--- src/rtl/adder_ctrl_pkg.sv ---
// Shared types and constants for the adder AXI-lite master sequencer.
package adder_ctrl_pkg;

    typedef enum logic [2:0] {
        S_IDLE,
        S_WR_A,
        S_WR_B,
        S_RD_SUM,
        S_RESP
    } state_t;

    localparam logic RESP_OK  = 1'b0;
    localparam logic RESP_ERR = 1'b1;

    localparam logic [7:0] DEF_A_ADDR   = 8'h00;
    localparam logic [7:0] DEF_B_ADDR   = 8'h04;
    localparam logic [7:0] DEF_SUM_ADDR = 8'h08;

endpackage

--- src/rtl/adder_ctrl_wr.sv ---
// Single AXI-lite write engine (AW/W/B); reused for both operand writes.
module adder_ctrl_wr
    import adder_ctrl_pkg::*;
#(
    parameter int DATA_WIDTH = 32,
    parameter int ADDR_WIDTH = 8,
    parameter int TIMEOUT    = 255
) (
    input  logic                  clk,
    input  logic                  rst,
    input  logic                  start,
    input  logic [ADDR_WIDTH-1:0] addr,
    input  logic [DATA_WIDTH-1:0] data,
    output logic [ADDR_WIDTH-1:0] awaddr,
    output logic                  awvalid,
    input  logic                  awready,
    output logic [DATA_WIDTH-1:0] wdata,
    output logic                  wvalid,
    input  logic                  wready,
    input  logic                  bresp,
    input  logic                  bvalid,
    output logic                  bready,
    output logic                  done,
    output logic                  err,
    output logic                  timeout
);
    localparam int CW = $clog2(TIMEOUT + 1);

    logic          aw_done, w_done, b_hs;
    logic [CW-1:0] cnt;

    // A B response before both AW and W have completed is a protocol error.
    assign b_hs    = bready & bvalid;
    assign done    = b_hs;
    assign err     = b_hs & ((bresp == RESP_ERR) | ~(aw_done & w_done));
    assign timeout = bready & ~b_hs & (cnt == CW'(TIMEOUT - 1));

    always_ff @(posedge clk) begin
        if (rst) begin
            awaddr  <= '0;
            wdata   <= '0;
            awvalid <= 1'b0;
            wvalid  <= 1'b0;
            bready  <= 1'b0;
            aw_done <= 1'b0;
            w_done  <= 1'b0;
            cnt     <= '0;
        end else if (start) begin
            awaddr  <= addr;
            wdata   <= data;
            awvalid <= 1'b1;
            wvalid  <= 1'b1;
            bready  <= 1'b1;
            aw_done <= 1'b0;
            w_done  <= 1'b0;
            cnt     <= '0;
        end else if (b_hs | timeout) begin
            awvalid <= 1'b0;
            wvalid  <= 1'b0;
            bready  <= 1'b0;
        end else begin
            if (awvalid & awready) begin
                awvalid <= 1'b0;
                aw_done <= 1'b1;
            end
            if (wvalid & wready) begin
                wvalid <= 1'b0;
                w_done <= 1'b1;
            end
            if (bready && cnt != CW'(TIMEOUT))
                cnt <= cnt + 1'b1;
        end
    end

endmodule

--- src/rtl/adder_ctrl.sv ---
// Sequences one add per command: write A, write B, read sum, return result.
module adder_ctrl
    import adder_ctrl_pkg::*;
#(
    parameter int                    DATA_WIDTH = 32,
    parameter int                    ADDR_WIDTH = 8,
    parameter logic [ADDR_WIDTH-1:0] A_ADDR     = ADDR_WIDTH'(DEF_A_ADDR),
    parameter logic [ADDR_WIDTH-1:0] B_ADDR     = ADDR_WIDTH'(DEF_B_ADDR),
    parameter logic [ADDR_WIDTH-1:0] SUM_ADDR   = ADDR_WIDTH'(DEF_SUM_ADDR),
    parameter int                    TIMEOUT    = 255
) (
    input  logic                    m1_axi_aclk,
    input  logic                    m1_axi_areset,
    input  logic                    cmd_valid,
    output logic                    cmd_ready,
    input  logic [DATA_WIDTH-1:0]   cmd_a,
    input  logic [DATA_WIDTH-1:0]   cmd_b,
    output logic                    res_valid,
    input  logic                    res_ready,
    output logic [DATA_WIDTH-1:0]   res_sum,
    output logic                    res_err,
    output logic                    busy,
    output logic [ADDR_WIDTH-1:0]   m1_axi_awaddr,
    output logic                    m1_axi_awvalid,
    input  logic                    m1_axi_awready,
    output logic [DATA_WIDTH-1:0]   m1_axi_wdata,
    output logic [DATA_WIDTH/8-1:0] m1_axi_wstrb,
    output logic                    m1_axi_wvalid,
    input  logic                    m1_axi_wready,
    input  logic                    m1_axi_bresp,
    input  logic                    m1_axi_bvalid,
    output logic                    m1_axi_bready,
    output logic [ADDR_WIDTH-1:0]   m1_axi_araddr,
    output logic                    m1_axi_arvalid,
    input  logic                    m1_axi_arready,
    input  logic [DATA_WIDTH-1:0]   m1_axi_rdata,
    input  logic                    m1_axi_rresp,
    input  logic                    m1_axi_rvalid,
    output logic                    m1_axi_rready
);
    localparam int CW = $clog2(TIMEOUT + 1);

    state_t                state, next_state;
    logic [DATA_WIDTH-1:0] b_q, wr_data;
    logic [ADDR_WIDTH-1:0] wr_addr;
    logic [CW-1:0]         rcnt;
    logic                  cmd_accept, wr_start, rd_start;
    logic                  wr_done, wr_err, wr_tmo, r_hs, rd_tmo, fail;

    assign m1_axi_wstrb = '1;
    assign r_hs   = m1_axi_rready & m1_axi_rvalid;
    assign rd_tmo = (state == S_RD_SUM) & ~r_hs & (rcnt == CW'(TIMEOUT - 1));
    assign fail   = wr_err | wr_tmo | rd_tmo;

    adder_ctrl_wr #(
        .DATA_WIDTH (DATA_WIDTH),
        .ADDR_WIDTH (ADDR_WIDTH),
        .TIMEOUT    (TIMEOUT)
    ) u_wr (
        .clk     (m1_axi_aclk),
        .rst     (m1_axi_areset),
        .start   (wr_start),
        .addr    (wr_addr),
        .data    (wr_data),
        .awaddr  (m1_axi_awaddr),
        .awvalid (m1_axi_awvalid),
        .awready (m1_axi_awready),
        .wdata   (m1_axi_wdata),
        .wvalid  (m1_axi_wvalid),
        .wready  (m1_axi_wready),
        .bresp   (m1_axi_bresp),
        .bvalid  (m1_axi_bvalid),
        .bready  (m1_axi_bready),
        .done    (wr_done),
        .err     (wr_err),
        .timeout (wr_tmo)
    );

    always_ff @(posedge m1_axi_aclk) begin
        if (m1_axi_areset) state <= S_IDLE;
        else               state <= next_state;
    end

    always_comb begin
        next_state = state;
        case (state)
            S_IDLE:   if (cmd_valid && cmd_ready) next_state = S_WR_A;
            S_WR_A:   if (wr_tmo || wr_err)       next_state = S_RESP;
                      else if (wr_done)           next_state = S_WR_B;
            S_WR_B:   if (wr_tmo || wr_err)       next_state = S_RESP;
                      else if (wr_done)           next_state = S_RD_SUM;
            S_RD_SUM: if (r_hs || rd_tmo)         next_state = S_RESP;
            S_RESP:   if (res_valid && res_ready) next_state = S_IDLE;
            default:                              next_state = S_IDLE;
        endcase
    end

    // Operand A goes straight from the command port on accept; B comes from its latch.
    always_comb begin
        cmd_accept = (state == S_IDLE) && (next_state == S_WR_A);
        wr_start   = cmd_accept || ((state == S_WR_A) && (next_state == S_WR_B));
        rd_start   = (state == S_WR_B) && (next_state == S_RD_SUM);
        wr_addr    = (state == S_IDLE) ? A_ADDR : B_ADDR;
        wr_data    = (state == S_IDLE) ? cmd_a : b_q;
    end

    always_ff @(posedge m1_axi_aclk) begin
        if (m1_axi_areset) begin
            cmd_ready      <= 1'b0;
            busy           <= 1'b0;
            res_valid      <= 1'b0;
            res_sum        <= '0;
            res_err        <= 1'b0;
            b_q            <= '0;
            m1_axi_araddr  <= '0;
            m1_axi_arvalid <= 1'b0;
            m1_axi_rready  <= 1'b0;
            rcnt           <= '0;
        end else begin
            cmd_ready <= (next_state == S_IDLE);
            busy      <= (next_state != S_IDLE);
            res_valid <= (state == S_RESP) && !(res_valid && res_ready);

            if (cmd_accept) begin
                b_q     <= cmd_b;
                res_sum <= '0;
                res_err <= 1'b0;
            end else if (r_hs) begin
                res_sum <= (m1_axi_rresp == RESP_OK) ? m1_axi_rdata : '0;
                res_err <= (m1_axi_rresp != RESP_OK);
            end else if (fail) begin
                res_sum <= '0;
                res_err <= 1'b1;
            end

            if (rd_start) begin
                m1_axi_araddr  <= SUM_ADDR;
                m1_axi_arvalid <= 1'b1;
                m1_axi_rready  <= 1'b1;
                rcnt           <= '0;
            end else if (r_hs || rd_tmo) begin
                m1_axi_arvalid <= 1'b0;
                m1_axi_rready  <= 1'b0;
            end else if (state == S_RD_SUM) begin
                if (m1_axi_arvalid && m1_axi_arready) m1_axi_arvalid <= 1'b0;
                if (rcnt != CW'(TIMEOUT)) rcnt <= rcnt + 1'b1;
            end
        end
    end

endmodule

--- config.mk ---
export PLATFORM = sky130hd
export DESIGN_NAME = adder_ctrl
export DESIGN_NICKNAME = d
export VERILOG_FILES = /design/src/rtl/adder_ctrl_pkg.sv /design/src/rtl/adder_ctrl_wr.sv /design/src/rtl/adder_ctrl.sv
export SDC_FILE = /design/constraint.sdc
export NUM_CORES = 1
export LEC_CHECK = 0
export ABC_AREA = 1
export CORE_ASPECT_RATIO = 0.75
export CORE_MARGIN = 3
export CORE_UTILIZATION = 40
export CTS_CLUSTER_DIAMETER = 40
export CTS_CLUSTER_SIZE = 30
export DETAILED_ROUTE_END_ITERATION = 16
export GPL_ROUTABILITY_DRIVEN = 0
export GPL_TIMING_DRIVEN = 0
export PLACE_DENSITY = 0.78
export SYNTH_ARGS = -nofsm -noshare
export SYNTH_HDL_FRONTEND = slang
export SYNTH_SLANG_ARGS = --single-unit
--- constraint.sdc ---
create_clock -name m1_axi_aclk -period 1.4 [get_ports m1_axi_aclk]
set_input_delay 0.35 -clock m1_axi_aclk [delete_from_list [all_inputs] [get_ports m1_axi_aclk]]
set_output_delay 0.35 -clock m1_axi_aclk [all_outputs]
set_load 0.05 [all_outputs]
Word level (Yosys, flattened, before mapping)
Index checks and enable logic that the tools add are counted.
W data, S select, Z words.
- bits in registers: 135
- bitwise gates (word level): 19
- multiplexer cells: 29
- add/sub/neg operators: 2
- equality and inequality tests: 11
- reduce and logical (&&, ||, !) cells: 30
- operators with widths (kind ; number):
    $mux W32 ; 4
    $mux W3 ; 8
    $add A8 B1 Y8 const B ; 2
    $eq A8 B8 Y1 const B ; 2
    $mux W1 ; 16
    $ne A8 B8 Y1 const B ; 2
    $pmux W3 S5 ; 1
    $reduce_bool A3 Y1 ; 5
    $eq A3 B2 Y1 const B ; 4
    $and A1 B1 Y1 ; 10
    $logic_and A1 B1 Y1 ; 8
    $reduce_and A2 Y1 ; 4
    $eq A3 B1 Y1 const B ; 2
    $logic_not A3 Y1 ; 2
    $reduce_bool A2 Y1 ; 3
    $reduce_or A2 Y1 ; 3
    $not A1 Y1 ; 5
    $or A1 B1 Y1 ; 4
    $eq A3 B3 Y1 const B ; 1
    $logic_or A1 B1 Y1 ; 3
    $reduce_and A3 Y1 ; 1
    $logic_not A1 Y1 ; 1

Longest topological paths before layout
- depth after elaboration: 11
- mapped depth: 12
- depth with buffers taken out: 12

By module
A second synthesis with hierarchy kept.
- cell total of the unflattened synthesis: 781
- area, all modules: 5696.7 µm²
- modules (own cells, without submodules) (module ; cells each ; instances ; area an instance (µm²)):
    adder_ctrl ; 503 ; 1 ; 3647.2
    adder_ctrl_wr ; 278 ; 1 ; 2049.5

Least setup slack after synthesis
No wires, ideal clock.
- path type: reg-to-reg
- start point: register u_wr.bready
- end point: register u_wr.awaddr[2]
- arrival time: 1.628 ns
- path buffers: 1
- data required time: 1.286 ns
- cell stages (with the launch flop): 8
- slack: -0.342 ns
- cells stage by stage: dfxtp_1 > nand2_1 > o21bai_2 > nand4_4 > nand2_4 > buf_2 > o21ai_1 > inv_1
- cells in the longest elaborated chain, start to end: 10
- elaborated cells on any way between the ends: 16
- classes of those cells: eq/ne: 2; mux: 5; bitwise: 5; reduce/logical: 4
- RTL lines (element ; RTL line ; RTL):
    from (decl) ; adder_ctrl_wr.sv:22 ; output logic bready,
    from (signal assigned) ; adder_ctrl_wr.sv:44 ; bready <= 1'b0;
    from (signal assigned) ; adder_ctrl_wr.sv:53 ; bready <= 1'b1;
    from (signal assigned) ; adder_ctrl_wr.sv:60 ; bready <= 1'b0;
    $and A1 B1 Y1 ; adder_ctrl_wr.sv:33 ; assign b_hs = bready & bvalid;
    $not A1 Y1 ; adder_ctrl_wr.sv:36 ; assign timeout = bready & ~b_hs & (cnt == CW'(TIMEOUT - 1));
    $and A1 B1 Y1 (2 in series) ; adder_ctrl_wr.sv:36 ;
    $logic_or A1 B1 Y1 ; adder_ctrl.sv:88, adder_ctrl.sv:90 ;
    $mux W3, on equally long branches ; adder_ctrl.sv:90, adder_ctrl.sv:88 ;
    $pmux W3 S5 (*) ; adder_ctrl.sv:86 ; case (state)
    $eq A3 B1 Y1 / $eq A3 B2 Y1 (equally long branches) ; adder_ctrl.sv:100, adder_ctrl.sv:101 ;
    $logic_and A1 B1 Y1, on equally long branches ; adder_ctrl.sv:100, adder_ctrl.sv:101 ;
    $logic_or A1 B1 Y1 (*) ; adder_ctrl.sv:101 ; wr_start = cmd_accept || ((state == S_WR_A) && (next_state == S_WR_B));
    to (signal assigned) ; adder_ctrl_wr.sv:49 ; awaddr <= addr;
    to (decl) ; adder_ctrl_wr.sv:14 ; output logic [ADDR_WIDTH-1:0] awaddr,
Mark *: on every way between the ends. The rest lies on a longest branch, timed or not.
A chain may end at the register's enable or synchronous reset.

Worst setup path in the final report
- start point: register u_wr.cnt[0]
- end point: register res_sum[5]
- cells in the longest elaborated chain, start to end: 8
- elaborated cells on any way between the ends: 12
- classes of those cells: eq/ne: 2; mux: 3; bitwise: 3; reduce/logical: 4
- RTL lines (element ; RTL line ; RTL):
    from (decl) ; adder_ctrl_wr.sv:30 ; logic [CW-1:0] cnt;
    from (signal assigned) ; adder_ctrl_wr.sv:71 ; cnt <= cnt + 1'b1;
    $eq A8 B8 Y1 (*) ; adder_ctrl_wr.sv:36 ;
    $and A1 B1 Y1 (*) ; adder_ctrl_wr.sv:36 ;
    $logic_or A1 B1 Y1 ; adder_ctrl.sv:88, adder_ctrl.sv:90 ;
    $mux W3, on equally long branches ; adder_ctrl.sv:90, adder_ctrl.sv:88 ;
    $pmux W3 S5 ; adder_ctrl.sv:86 ;
    $eq A3 B1 Y1 ; adder_ctrl.sv:100 ; cmd_accept = (state == S_IDLE) && (next_state == S_WR_A);
    $logic_and A1 B1 Y1 ; adder_ctrl.sv:100 ;
    $reduce_or A2 Y1 (no line) ; -- ;
    to (signal assigned) ; adder_ctrl.sv:129 ; res_sum <= (m1_axi_rresp == RESP_OK) ? m1_axi_rdata : '0;
    to (decl) ; adder_ctrl.sv:20 ; output logic [DATA_WIDTH-1:0] res_sum,
Marked as above.

==> flow_results.xml <==
<?xml version="1.0" encoding="UTF-8"?>
<metrics>
  <group name="worst_setup_path">
    <metric name="worst_path_dominant_cell_family" unit="">buffers and inverters</metric>
    <metric name="critical_path.cell_chain" unit="">inv_2 -&gt; ha_4 -&gt; inv_2 -&gt; nor2_4 -&gt; nand3_4 -&gt; buf_6 -&gt; nand2_4 -&gt; nor2_4 -&gt; buf_12 -&gt; buf_8 -&gt; nand2_4 -&gt; a21oi_2</metric>
    <metric name="timing_worst_setup_path_type" unit="">reg -&gt; reg</metric>
    <metric name="critical_path_endpoint_category" unit="">flip-flop</metric>
    <metric name="worst_setup_path_start_kind" unit="">flip-flop</metric>
    <metric name="timing.critical_path.slowest_stage_cell" unit="">dfxtp_2</metric>
    <metric name="timing.critical_path.slowest_cell_delay" unit="ns">0.34</metric>
    <metric name="crit_path_max_fanout" unit="">7</metric>
    <metric name="endpoint_required_time_on_the_critical_path" unit="ns">1.74</metric>
    <metric name="timing.critical_path.buf_inv" unit="">5</metric>
    <metric name="worst_ep_arrival_time" unit="ns">1.95</metric>
  </group>
  <group name="synthesis">
    <metric name="syn-instance-count" unit="">733</metric>
    <metric name="asyncSetResetFlopFracSynth" unit="%">0</metric>
    <metric name="seq_area_frac_synth" unit="%">47.3</metric>
    <metric name="synth_edf_count" unit="">0</metric>
    <metric name="yosysUniqueCellTypes" unit="">31</metric>
    <metric name="synthDominantAreaCellType" unit="">dfxtp_1</metric>
    <metric name="synthesis.yosys.warnings" unit="">0</metric>
    <metric name="yosys.area_share.xor_xnor" unit="%">1.94</metric>
    <metric name="post_synth_fa_ha_maj_area_fraction" unit="%">0.924</metric>
    <metric name="post_synth.cell_area_avg" unit="um^2">7.39</metric>
    <metric name="synth_compound_gate_area_share" unit="%">17.9</metric>
    <metric name="mappedNetlistArea" unit="um^2">5420</metric>
    <metric name="synthMuxAreaShare" unit="%">0</metric>
    <metric name="ys_flop_type" unit="">dfxtp_1</metric>
    <metric name="post_synth_and_or_nand_nor_area_fraction" unit="%">21.5</metric>
    <metric name="synthTopCellsByArea" unit="">dfxtp_1 (47%), nand2_1 (14%), a21oi_1 (11%), o21ai_0 (5.9%), nand3_1 (4.1%)</metric>
    <metric name="largest_family_of_logic_cells_by_synthesized_area" unit="">simple AND/OR/NAND/NOR gates</metric>
    <metric name="synth_largest_type_area_fraction" unit="%">47.3</metric>
    <metric name="synth.ff_latch_count" unit="">128</metric>
  </group>
  <group name="route">
    <metric name="drt_first_pass_iters" unit="">5</metric>
    <metric name="route.final.wire_length" unit="um">21000</metric>
    <metric name="detail_route.wl_per_cell" unit="um">17.7</metric>
    <metric name="avgViaCountPerCell" unit="">5.10</metric>
    <metric name="drtIter0Drc" unit="">325</metric>
    <metric name="drc" unit="">0</metric>
    <metric name="detailed_route_via_count" unit="">6061</metric>
    <metric name="ant_nets" unit="">0</metric>
  </group>
  <group name="sta">
    <metric name="layout_worst_path_cycle_share" unit="%">115</metric>
    <metric name="worst_skew" unit="ns">0.0125</metric>
    <metric name="rsz0062_at_grt" unit="">yes</metric>
    <metric name="final-max-slew-violation-count" unit="">0</metric>
    <metric name="tightest_slew" unit="ns">0.738</metric>
    <metric name="setup_violations" unit="">116</metric>
    <metric name="maxClockFrequency" unit="MHz">623</metric>
    <metric name="post_layout_min_period" unit="ns">1.60</metric>
    <metric name="hold_violations" unit="">0</metric>
    <metric name="timing.max_slew.rel_slack" unit="%">50.8</metric>
    <metric name="post-route-worst-setup-slack" unit="ns">-0.205</metric>
  </group>
  <group name="cts">
    <metric name="tritoncts" unit="">built</metric>
    <metric name="cts-hold-fix-buffers" unit="">0</metric>
    <metric name="clkTransAtPathRegs" unit="ns">0.06</metric>
    <metric name="clock_path_buffers" unit="">2</metric>
    <metric name="cts_root_buf" unit="">clkbuf_16</metric>
    <metric name="clock_sinks" unit="">128</metric>
    <metric name="htree_num_levels" unit="">4</metric>
    <metric name="clock_insertion_delay_worst_skew" unit="ns">0.42</metric>
    <metric name="tritoncts.num_buffers" unit="">17</metric>
  </group>
  <group name="flow_run">
    <metric name="cap_viol_max_count" unit="">0</metric>
  </group>
  <group name="grt">
    <metric name="globalRoute.totalOverflow" unit="">0</metric>
    <metric name="grt_first_pass_wirelength" unit="um">28600</metric>
    <metric name="globalRouteTotalUtil" unit="%">24.0</metric>
    <metric name="grt_antenna_before_repair" unit="">0</metric>
    <metric name="grt_max_degree" unit="">17</metric>
    <metric name="first_global_vias" unit="">5600</metric>
  </group>
  <group name="final_layout">
    <metric name="diodes" unit="">0</metric>
    <metric name="layout-drive-gt1-share" unit="%">47.1</metric>
    <metric name="fin_util" unit="%">75.9</metric>
    <metric name="post_layout_net_count" unit="">1116</metric>
    <metric name="area_growth_syn_to_layout" unit="%">83.6</metric>
    <metric name="num-fill-cells" unit="">894</metric>
  </group>
  <group name="floorplanning">
    <metric name="chip_height" unit="um">107</metric>
    <metric name="design.die.area" unit="um^2">15000</metric>
    <metric name="core-area" unit="um^2">13100</metric>
    <metric name="row_count" unit="">36</metric>
    <metric name="die_width" unit="um">140</metric>
    <metric name="initial_utilization" unit="%">41.3</metric>
    <metric name="boundaryPins" unit="">200</metric>
  </group>
  <group name="place">
    <metric name="place_hpwl" unit="um">11600</metric>
    <metric name="portBuffers" unit="">180</metric>
  </group>
  <group name="worst_hold_path">
    <metric name="worstHoldPathType" unit="">reg -&gt; reg</metric>
  </group>
  <group name="pwr">
    <metric name="p_leak" unit="nW">3.98</metric>
    <metric name="power_per_standard_cell_area" unit="nW/um^2">1120</metric>
    <metric name="post-layout-total-power" unit="W">0.0112</metric>
    <metric name="ir_drop" unit="uV">857</metric>
  </group>
  <group name="outcome">
    <metric name="failing_checks" unit="">negative setup slack</metric>
    <metric name="outcome" unit="">complete, but fails checks</metric>
  </group>
</metrics>
-- registers in the layout, indices dropped and copies added (netlist names), 3 cells and up --
| register | cells |
|---|---|
| b_q | 32 |
| rcnt | 8 |
| res_sum | 32 |
| state | 3 |
| u_wr.cnt | 8 |
| u_wr.wdata | 32 |
-- cell type report --
cell class,instances,area (um^2),area share [%]
Buffer,59,598,6.01
Multi-Input combinational cell,504,3490,35.1
Timing Repair Buffer,234,2170,21.8
Clock buffer,20,478,4.80
Sequential cell,128,2590,26.0
Inverter,61,254,2.55
Clock inverter,12,156,1.57
Tap cell,171,214,2.15
-- worst paths after layout --
check	cells past startpoint	slack, ns	endpoint	startpoint
min reg2reg	2	0.45	b_q[27]	b_q[27]
max	12	-0.20	res_sum[5]	u_wr.cnt[0]
min	2	0.45	b_q[27]	b_q[27]
max reg2reg	12	-0.20	res_sum[5]	u_wr.cnt[0]
-- logic make-up after synthesis --
group,count (synthesis)
and+or+nand+nor,276
AOI/OAI and AO/OA,191
DFF,128
buffers and inverters,120
xor gates and xnor gates,12
adders and majority gates,4
other,2
-- cells in the mapped netlist (all sizes together) (2+ instances only) --
cell	n
a21oi	120
nor2	24
buf	37
nand3	46
ha	4
nand4	3
xor2	7
xnor2	5
nand2	198
conb	2
dfxtp	128
inv	61
clkbuf	22
nor3	4
o21ai	67
-- worst min-delay path, cell delays in order, from the launching register on --
cell	delay, ns
dfxtp_1	0.29
inv_1	0.06
a21oi_1	0.06
-- cell usage in the layout (no fill, tap or decap), types with 18 or more instances in the layout --
cell / n
buf_2: 27
buf_6: 39
conb_1: 18
nand2_2: 46
clkbuf_4: 23
a21oi_2: 85
clkbuf_16: 21
buf_4: 63
dfxtp_1: 111
nand3_2: 29
o21ai_2: 24
o21ai_0: 27
clkdlybuf4s50_1: 104
inv_1: 52
nand2_1: 133
a21oi_1: 34
-- per-layer routing --
layer  global-route usage, %  vias to the layer above  wire length [um]
met5                       0                        -                 0
met4                    6.64                        0               476
met3                    6.91                       42              1460
met2                    41.7                      241             10700
met1                    29.0                     2877              8390
li1                        -                     2901                 -
-- where the power goes --
group | total (W) | switching [W] | leakage, nW | internal, W
combinational | 0.00253 | 0.00146 | 2.62 | 0.00107
clock | 0.00471 | 0.00170 | 0.311 | 0.00300
sequential | 0.00393 | 0.000107 | 1.05 | 0.00383
-- stage by stage --
stage	hold slack [ns]	instance area, um^2	setup slack, ns	cells	TNS, ns
4_1_cts	0.447	9040	-0.125	1179	-5.76
5_1_grt	0.460	9950	-0.278	1189	-21.03
3_3_place_gp	0.434	7550	-0.657	1100	-70.79
3_5_place_dp	0.439	7550	-0.655	1100	-71.73
2_1_floorplan	0.425	5540	-0.0306	749	-0.0819
6_report	0.450	9950	-0.205	1189	-12.12
-- repair_timing --
action | 4_1_cts | 5_1_grt
setup buffers | 33 | 8
gates resized for setup | 631 | 270
pin swaps | 54 | 67
endpoints found under the setup margin | 200 | 157
cloned | 14 | 3
(Power assumes the default switching activity.)
